$ cat src/rtl/pointer_tracker.sv
// Cursor tracker: accumulates USB mouse deltas, applies them once per frame, emits click events.
// Latency: position updates on the clock after a frame_sync fall is seen; btn_state/click one cycle after report.
// Backpressure: one click event is held until click_ready; a new press while held is dropped and flagged.
//
// Ports:
//   Clk, Reset          - system clock, asynchronous active-high reset
//   report_valid/dx/dy  - one-cycle mouse report pulse with signed 8-bit deltas (dy positive = down)
//   report_btn          - button levels carried by the report (1 = pressed)
//   frame_sync          - vsync level, synchronous to Clk; pending motion is applied after its falling edge
//   pos_x, pos_y        - clamped cursor position
//   btn_state           - button levels from the most recent report
//   click_valid/ready   - valid/ready handshake for click events
//   click_x/y/btn       - position at press time and one-hot pressed button
//   click_overrun       - sticky flag: a press was dropped because an event was still held
//
// Build option: define POINTER_TRACKER_ACCEL_EN to double any report delta with |delta| >= ACCEL_THRESH.

module pointer_tracker #(
   parameter int SCREEN_W     = 640,
   parameter int SCREEN_H     = 480,
   parameter int POS_W        = 10,
   parameter int NUM_BTN      = 4,
   parameter int ACCEL_THRESH = 8
) (
   input  logic               Clk,
   input  logic               Reset,
   input  logic               report_valid,
   input  logic [7:0]         report_dx,
   input  logic [7:0]         report_dy,
   input  logic [NUM_BTN-1:0] report_btn,
   input  logic               frame_sync,
   output logic [POS_W-1:0]   pos_x,
   output logic [POS_W-1:0]   pos_y,
   output logic [NUM_BTN-1:0] btn_state,
   output logic               click_valid,
   input  logic               click_ready,
   output logic [POS_W-1:0]   click_x,
   output logic [POS_W-1:0]   click_y,
   output logic [NUM_BTN-1:0] click_btn,
   output logic               click_overrun
);

   // Position math is done three bits wider than the position so that a
   // full-scale pending sum can push the result below zero or past the edge
   // without wrapping before the clamp.
   localparam int SW = POS_W + 3;
   localparam logic signed [SW-1:0] MAX_X  = SW'(SCREEN_W - 1);
   localparam logic signed [SW-1:0] MAX_Y  = SW'(SCREEN_H - 1);
   localparam logic [POS_W-1:0]     HOME_X = POS_W'(SCREEN_W / 2);
   localparam logic [POS_W-1:0]     HOME_Y = POS_W'(SCREEN_H / 2);
   localparam logic signed [12:0]   SAT_HI = 13'sd2047;
   localparam logic signed [12:0]   SAT_LO = -13'sd2048;
`ifdef POINTER_TRACKER_ACCEL_EN
   localparam logic [9:0]           ACCEL_MAG = 10'(ACCEL_THRESH);
`endif

   logic                     fs_q;
   logic                     apply;
   logic signed [11:0]       pend_x, pend_y;
   logic signed [11:0]       pend_x_nxt, pend_y_nxt;
   logic [POS_W-1:0]         pos_x_nxt, pos_y_nxt;
   logic signed [9:0]        dx_s, dy_s;
   logic [NUM_BTN-1:0]       rise;
   logic [NUM_BTN-1:0]       press_oh;
   logic                     press;
   logic                     accept;

   // Sign-extend a report delta; optionally double large moves.
   function automatic logic signed [9:0] scale_delta(input logic [7:0] d);
      logic signed [9:0] ext;
`ifdef POINTER_TRACKER_ACCEL_EN
      logic [9:0] mag;
`endif
      ext = {{2{d[7]}}, d};
`ifdef POINTER_TRACKER_ACCEL_EN
      mag = ext[9] ? -ext : ext;
      if (mag >= ACCEL_MAG) ext = ext <<< 1;
`endif
      return ext;
   endfunction

   // 12-bit saturating accumulate.
   function automatic logic signed [11:0] accum(input logic signed [11:0] p,
                                                input logic signed [9:0]  d);
      logic signed [12:0] s;
      s = $signed({p[11], p}) + $signed({{3{d[9]}}, d});
      if (s > SAT_HI)      accum = 12'sh7ff;
      else if (s < SAT_LO) accum = 12'sh800;
      else                 accum = s[11:0];
   endfunction

   // Add a pending sum to a position and clamp into 0..lim.
   function automatic logic [POS_W-1:0] apply_pos(input logic [POS_W-1:0]   pos,
                                                  input logic signed [11:0] p,
                                                  input logic signed [SW-1:0] lim);
      logic signed [SW-1:0] s;
      s = $signed({3'b000, pos}) + SW'(p);
      if (s[SW-1])      apply_pos = '0;
      else if (s > lim) apply_pos = lim[POS_W-1:0];
      else              apply_pos = s[POS_W-1:0];
   endfunction

   assign apply = fs_q & ~frame_sync;
   assign dx_s  = scale_delta(report_dx);
   assign dy_s  = scale_delta(report_dy);

   // On the apply cycle the pending sums restart from zero, so a report
   // landing in the same cycle becomes the new pending value.
   always_comb begin
      pos_x_nxt  = pos_x;
      pos_y_nxt  = pos_y;
      pend_x_nxt = pend_x;
      pend_y_nxt = pend_y;
      if (apply) begin
         pos_x_nxt  = apply_pos(pos_x, pend_x, MAX_X);
         pos_y_nxt  = apply_pos(pos_y, pend_y, MAX_Y);
         pend_x_nxt = '0;
         pend_y_nxt = '0;
      end
      if (report_valid) begin
         pend_x_nxt = accum(pend_x_nxt, dx_s);
         pend_y_nxt = accum(pend_y_nxt, dy_s);
      end
   end

   // New presses relative to the last report; isolate the lowest set bit.
   assign rise     = report_valid ? (report_btn & ~btn_state) : '0;
   assign press_oh = rise & (-rise);
   assign press    = |rise;
   assign accept   = click_valid & click_ready;

   always_ff @(posedge Clk or posedge Reset) begin
      if (Reset) begin
         fs_q          <= 1'b0;
         pend_x        <= '0;
         pend_y        <= '0;
         pos_x         <= HOME_X;
         pos_y         <= HOME_Y;
         btn_state     <= '0;
         click_valid   <= 1'b0;
         click_x       <= '0;
         click_y       <= '0;
         click_btn     <= '0;
         click_overrun <= 1'b0;
      end else begin
         fs_q   <= frame_sync;
         pend_x <= pend_x_nxt;
         pend_y <= pend_y_nxt;
         pos_x  <= pos_x_nxt;
         pos_y  <= pos_y_nxt;
         if (report_valid) btn_state <= report_btn;

         // A slot is free when nothing is held or the held event leaves this cycle.
         if (press && (!click_valid || accept)) begin
            click_valid <= 1'b1;
            click_x     <= pos_x;
            click_y     <= pos_y;
            click_btn   <= press_oh;
         end else begin
            if (press)  click_overrun <= 1'b1;
            if (accept) click_valid   <= 1'b0;
         end
      end
   end

endmodule

$ cat config.mk
export PLATFORM = sky130hd
export DESIGN_NAME = pointer_tracker
export DESIGN_NICKNAME = d
export VERILOG_FILES = /design/src/rtl/pointer_tracker.sv
export SDC_FILE = /design/constraint.sdc
export NUM_CORES = 1
export LEC_CHECK = 0
export ABC_AREA = 1
export CAP_MARGIN = 20
export CORE_MARGIN = 8
export CORE_UTILIZATION = 52
export CTS_CLUSTER_SIZE = 16
export DETAILED_ROUTE_END_ITERATION = 10
export GPL_TIMING_DRIVEN = 0
export PLACE_DENSITY_LB_ADDON = 0.15
export SYNTH_ARGS = -nofsm -noshare
export SYNTH_HDL_FRONTEND = slang
export SYNTH_SLANG_ARGS = --single-unit
$ cat constraint.sdc
create_clock -name Clk -period 2.5 [get_ports Clk]
set_input_delay 0.5 -clock Clk [delete_from_list [all_inputs] [get_ports Clk]]
set_output_delay 0.5 -clock Clk [all_outputs]
set_load 0.01 [all_outputs]
==> results.txt <==
Remaining max-slew budget at the tightest pin = 0.650
Gp weighted congestion = 0.880
CP Data Required Time = 2.72 ns
Total routed wirelength = 14.4 mm
Internal reg-to-reg setup slack = 0.09 ns
Total via count in the routed design = 5525
Fin. max-slew vios = 0
Number of fill cells in the layout = 1015
Data arrival time of the critical path = 2.62 ns
Flop and latch count out of synthesis = 75
Endpoint with the worst hold slack = fs_q
Maximum fanout encountered on the critical timing path = 8
Number of buffers added by the clock tree synthesis step = 9
Unrepaired setup endpoints after global routing = yes
Final Instance Count excl. Fillers = 1119
Worst Hold Slack = 0.336 ns
Die Ht = 124 um
Total iterations of the first detailed-routing run = 4
Vias in the first global route = 5205
Type of the worst setup path = reg -> reg
Hold Crit Depth = 1
Maximum number of pins on one net before global-route repair = 53
Top-Level Pins = 75
Distinct cells, synth = 43
Synthesized netlist net count = 946
Die X = 124 um
Clock tree skew after final layout = 0.00751 ns
Max rail drop VDD = 734 uV
Number of cells produced by synthesis = 873
Critical path endpoint category = flop
Post-synth EDFFs = 0
Post-synth top area cell = sky130_fd_sc_hd__dfrtp_1
Area fraction of the dominant cell type after synthesis = 0.284
Number of sinks driven by the clock tree = 75
Count of standard-cell rows = 39
Placed standard-cell area = 7010 sq um
Minimum clock period after layout = 2.41 ns
Maximum clock frequency = 0.416 GHz
Clock Latency Late Sink = 0.34 ns
Overall overflow remaining after global route = 0
Post-synthesis average cell area = 6.95 sq um
Detailed-route DRC error count = 0
Portion of the clock cycle consumed by the worst path in the final layout = 0.963
Final setup viols = 0
Effective utilization at floorplan = 0.532
Worst Hold Class = in -> reg
Area Overhead vs Synth = 25.2%
Share of async-settable or async-resettable flops after synthesis = 1.00
Mapped cell area = 6070 sq um
Maximum level of the CTS H-tree = 3
Count of endpoints failing hold in the final timing report = 0
Power per standard cell area = 1370 nW/um^2
Post-synth top cells = sky130_fd_sc_hd__nand2_1 (326), sky130_fd_sc_hd__inv_1 (112), sky130_fd_sc_hd__dfrtp_1 (69), sky130_fd_sc_hd__nor2_1 (69), sky130_fd_sc_hd__nand3_1 (45)
Port bufs = 73
CP max stage delay = 0.38 ns
Fraction of layout instances using a drive strength above 1 = 0.165
Total global routing track utilization = 0.187
Outcome = completed
Most used DFF post-synth = sky130_fd_sc_hd__dfrtp_1
TritonCTS clock tree = built
Total half-perimeter wirelength after legalization and detailed placement = 11.3 mm
Maximum clock insertion buffer count = 2
Number of nets in the layout = 1044
Antenna violations before repair = 0
Area of the die = 15400 sq um
Origin of the critical flop-to-flop path = fs_q
Max_cap viols = 0
Startpoint kind of the worst setup timing path = flop
Static Leakage = 4.00 nW
Summed area of non-filler cells in the final layout = 7600 sq um
CTS clock-pin slew for the worst setup and hold paths = 0.05 ns
Placed instance count = 1090
Cells taking the most area after synthesis = sky130_fd_sc_hd__dfrtp_1 (28%), sky130_fd_sc_hd__nand2_1 (20%), sky130_fd_sc_hd__ha_1 (9.1%)
Number of inserted diodes = 0
Area of the core = 11400 sq um
Vias per cell = 4.94
Worst slew pin tran = 0.524 ns
Depth of the most critical reg-to-reg path = 15
Average wire per standard cell = 12.9 um
Iteration-0 DRC Markers = 312
Library cell used as clock root buffer = sky130_fd_sc_hd__clkbuf_16
Yosys warning count = 0
Source of the worst hold timing path = frame_sync
Endpoint of the worst-slack reg-to-reg timing path = pend_y[3]
Crit path max-delay cell type = sky130_fd_sc_hd__fa_2
Fraction of the yosys area taken by sequential cells = 0.310
Final Core Density = 0.666
Critical path cell sequence = inv_2 > nor2_4 > buf_8 > nor2_4 > ha_4 > inv_2 > fa_2 > o21ai_2 > buf_4 > nand3_1 > nand4_1 > nand2_2 > a21oi_4 > buf_12 > a21oi_2
Antenna-violating nets left = 0
Wire length of the first global-routing pass = 23.5 mm
Dominant cell by count in the synthesized netlist = sky130_fd_sc_hd__nand2_1
-- kinds of logic after synthesis --
| family | after synthesis | share of synthesized area |
|---|---|---|
| simple gates | 521 | 0.385 |
| buf+inv | 136 | 0.0909 |
| fa+ha+maj | 48 | 0.104 |
| flops | 75 | 0.310 |
| xor+xnor | 23 | 0.0332 |
| compound gates | 70 | 0.0763 |
-- metrics by stage --
stage               power (mW)  setup TNS [ns]  setup WS [ns]
finish                    10.4               0         0.0935
global route              11.5          -0.137        -0.0388
CTS                       10.2               0         0.0280
detailed placement        8.76          -20.98         -0.929
global placement          8.63         -100.36          -1.12
floorplan                 7.02               0         0.0152
-- worst max-delay path, delay by kind of cell (launching register included) --
family,cells,cell delay (ns)
adder cells (fa/ha/maj),2,0.54
buffers and inverters,5,0.50
AND/OR/NAND/NOR,5,0.47
AO/OA/AOI/OAI,3,0.40
flip-flops,1,0.37
-- how the worst max path moves through the flow --
stage | endpoint | slack [ns] | cells past startpoint | start
final | pend_y[3] | 0.09 | 15 | fs_q
after global routing | pend_y[1] | -0.04 | 20 | fs_q
after CTS | pend_y[1] | 0.03 | 19 | frame_sync
after detailed placement | pend_x[7] | -0.93 | 17 | frame_sync
after global placement | pend_x[9] | -1.12 | 2 | Reset
after floorplan | pend_x[6] | 0.02 | 14 | frame_sync
-- per-layer routing --
metal,GRT usage,part of all wire
met5,0,0
met4,0.0617,0.0066
met3,0.0227,0.062
met2,0.305,0.45
met1,0.254,0.48
-- registers in the layout (all words and copies together) (netlist names) --
| signal | count |
|---|---|
| click_valid | 1 |
| click_btn | 4 |
| fs_q | 1 |
| click_y | 10 |
| click_x | 10 |
| pos_x | 10 |
| click_overrun | 1 |
| pend_x | 12 |
| pend_y | 12 |
| pos_y | 10 |
| btn_state | 4 |
-- power breakdown --
| part | switching (mW) | total [mW] | internal (mW) |
|---|---|---|---|
| combinational | 4.11 | 6.96 | 2.85 |
| sequential | 0.443 | 2.20 | 1.75 |
| clock | 0.492 | 1.29 | 0.799 |
| total | 5.05 | 10.4 | 5.40 |
-- cells in the final DEF (no fill, tap or decap), drive strengths merged, types with 3 or more instances in the layout --
cell type,netlist,final
nand3,52,52
dfrtp,69,69
a21oi,35,35
dfstp,6,6
xnor2,11,11
nor3,10,10
xor2,12,12
nor2,78,78
ha,44,44
inv,122,122
clkbuf,5,16
a21boi,3,3
buf,9,24
nand3b,5,5
clkdlybuf4s50,0,72
nand4,21,21
fa,4,4
nand2,354,355
o21ai,21,21
o21bai,3,3
a21o,3,3
-- final cells by class --
type | count | area [sq um] | area share
plain buffers | 14 | 108 | 0.0142
clock buffers | 12 | 246 | 0.0324
clock inverters | 4 | 50.0 | 0.00658
inverters | 122 | 468 | 0.0616
multi-input cells | 663 | 3810 | 0.501
flip-flops and latches | 75 | 1890 | 0.248
well taps | 143 | 179 | 0.0235
repair buffers | 86 | 860 | 0.113
-- timing repair --
action | 4_1_cts | 5_1_grt
hold buffers | 0 | 0
buffers inserted | 3 | 9
endpoints found under the setup margin | 24 | 32
pin swaps | 3 | 22
resized for setup | 11 | 50
cloned | 0 | 1
Power figures use the tool's default switching activity.
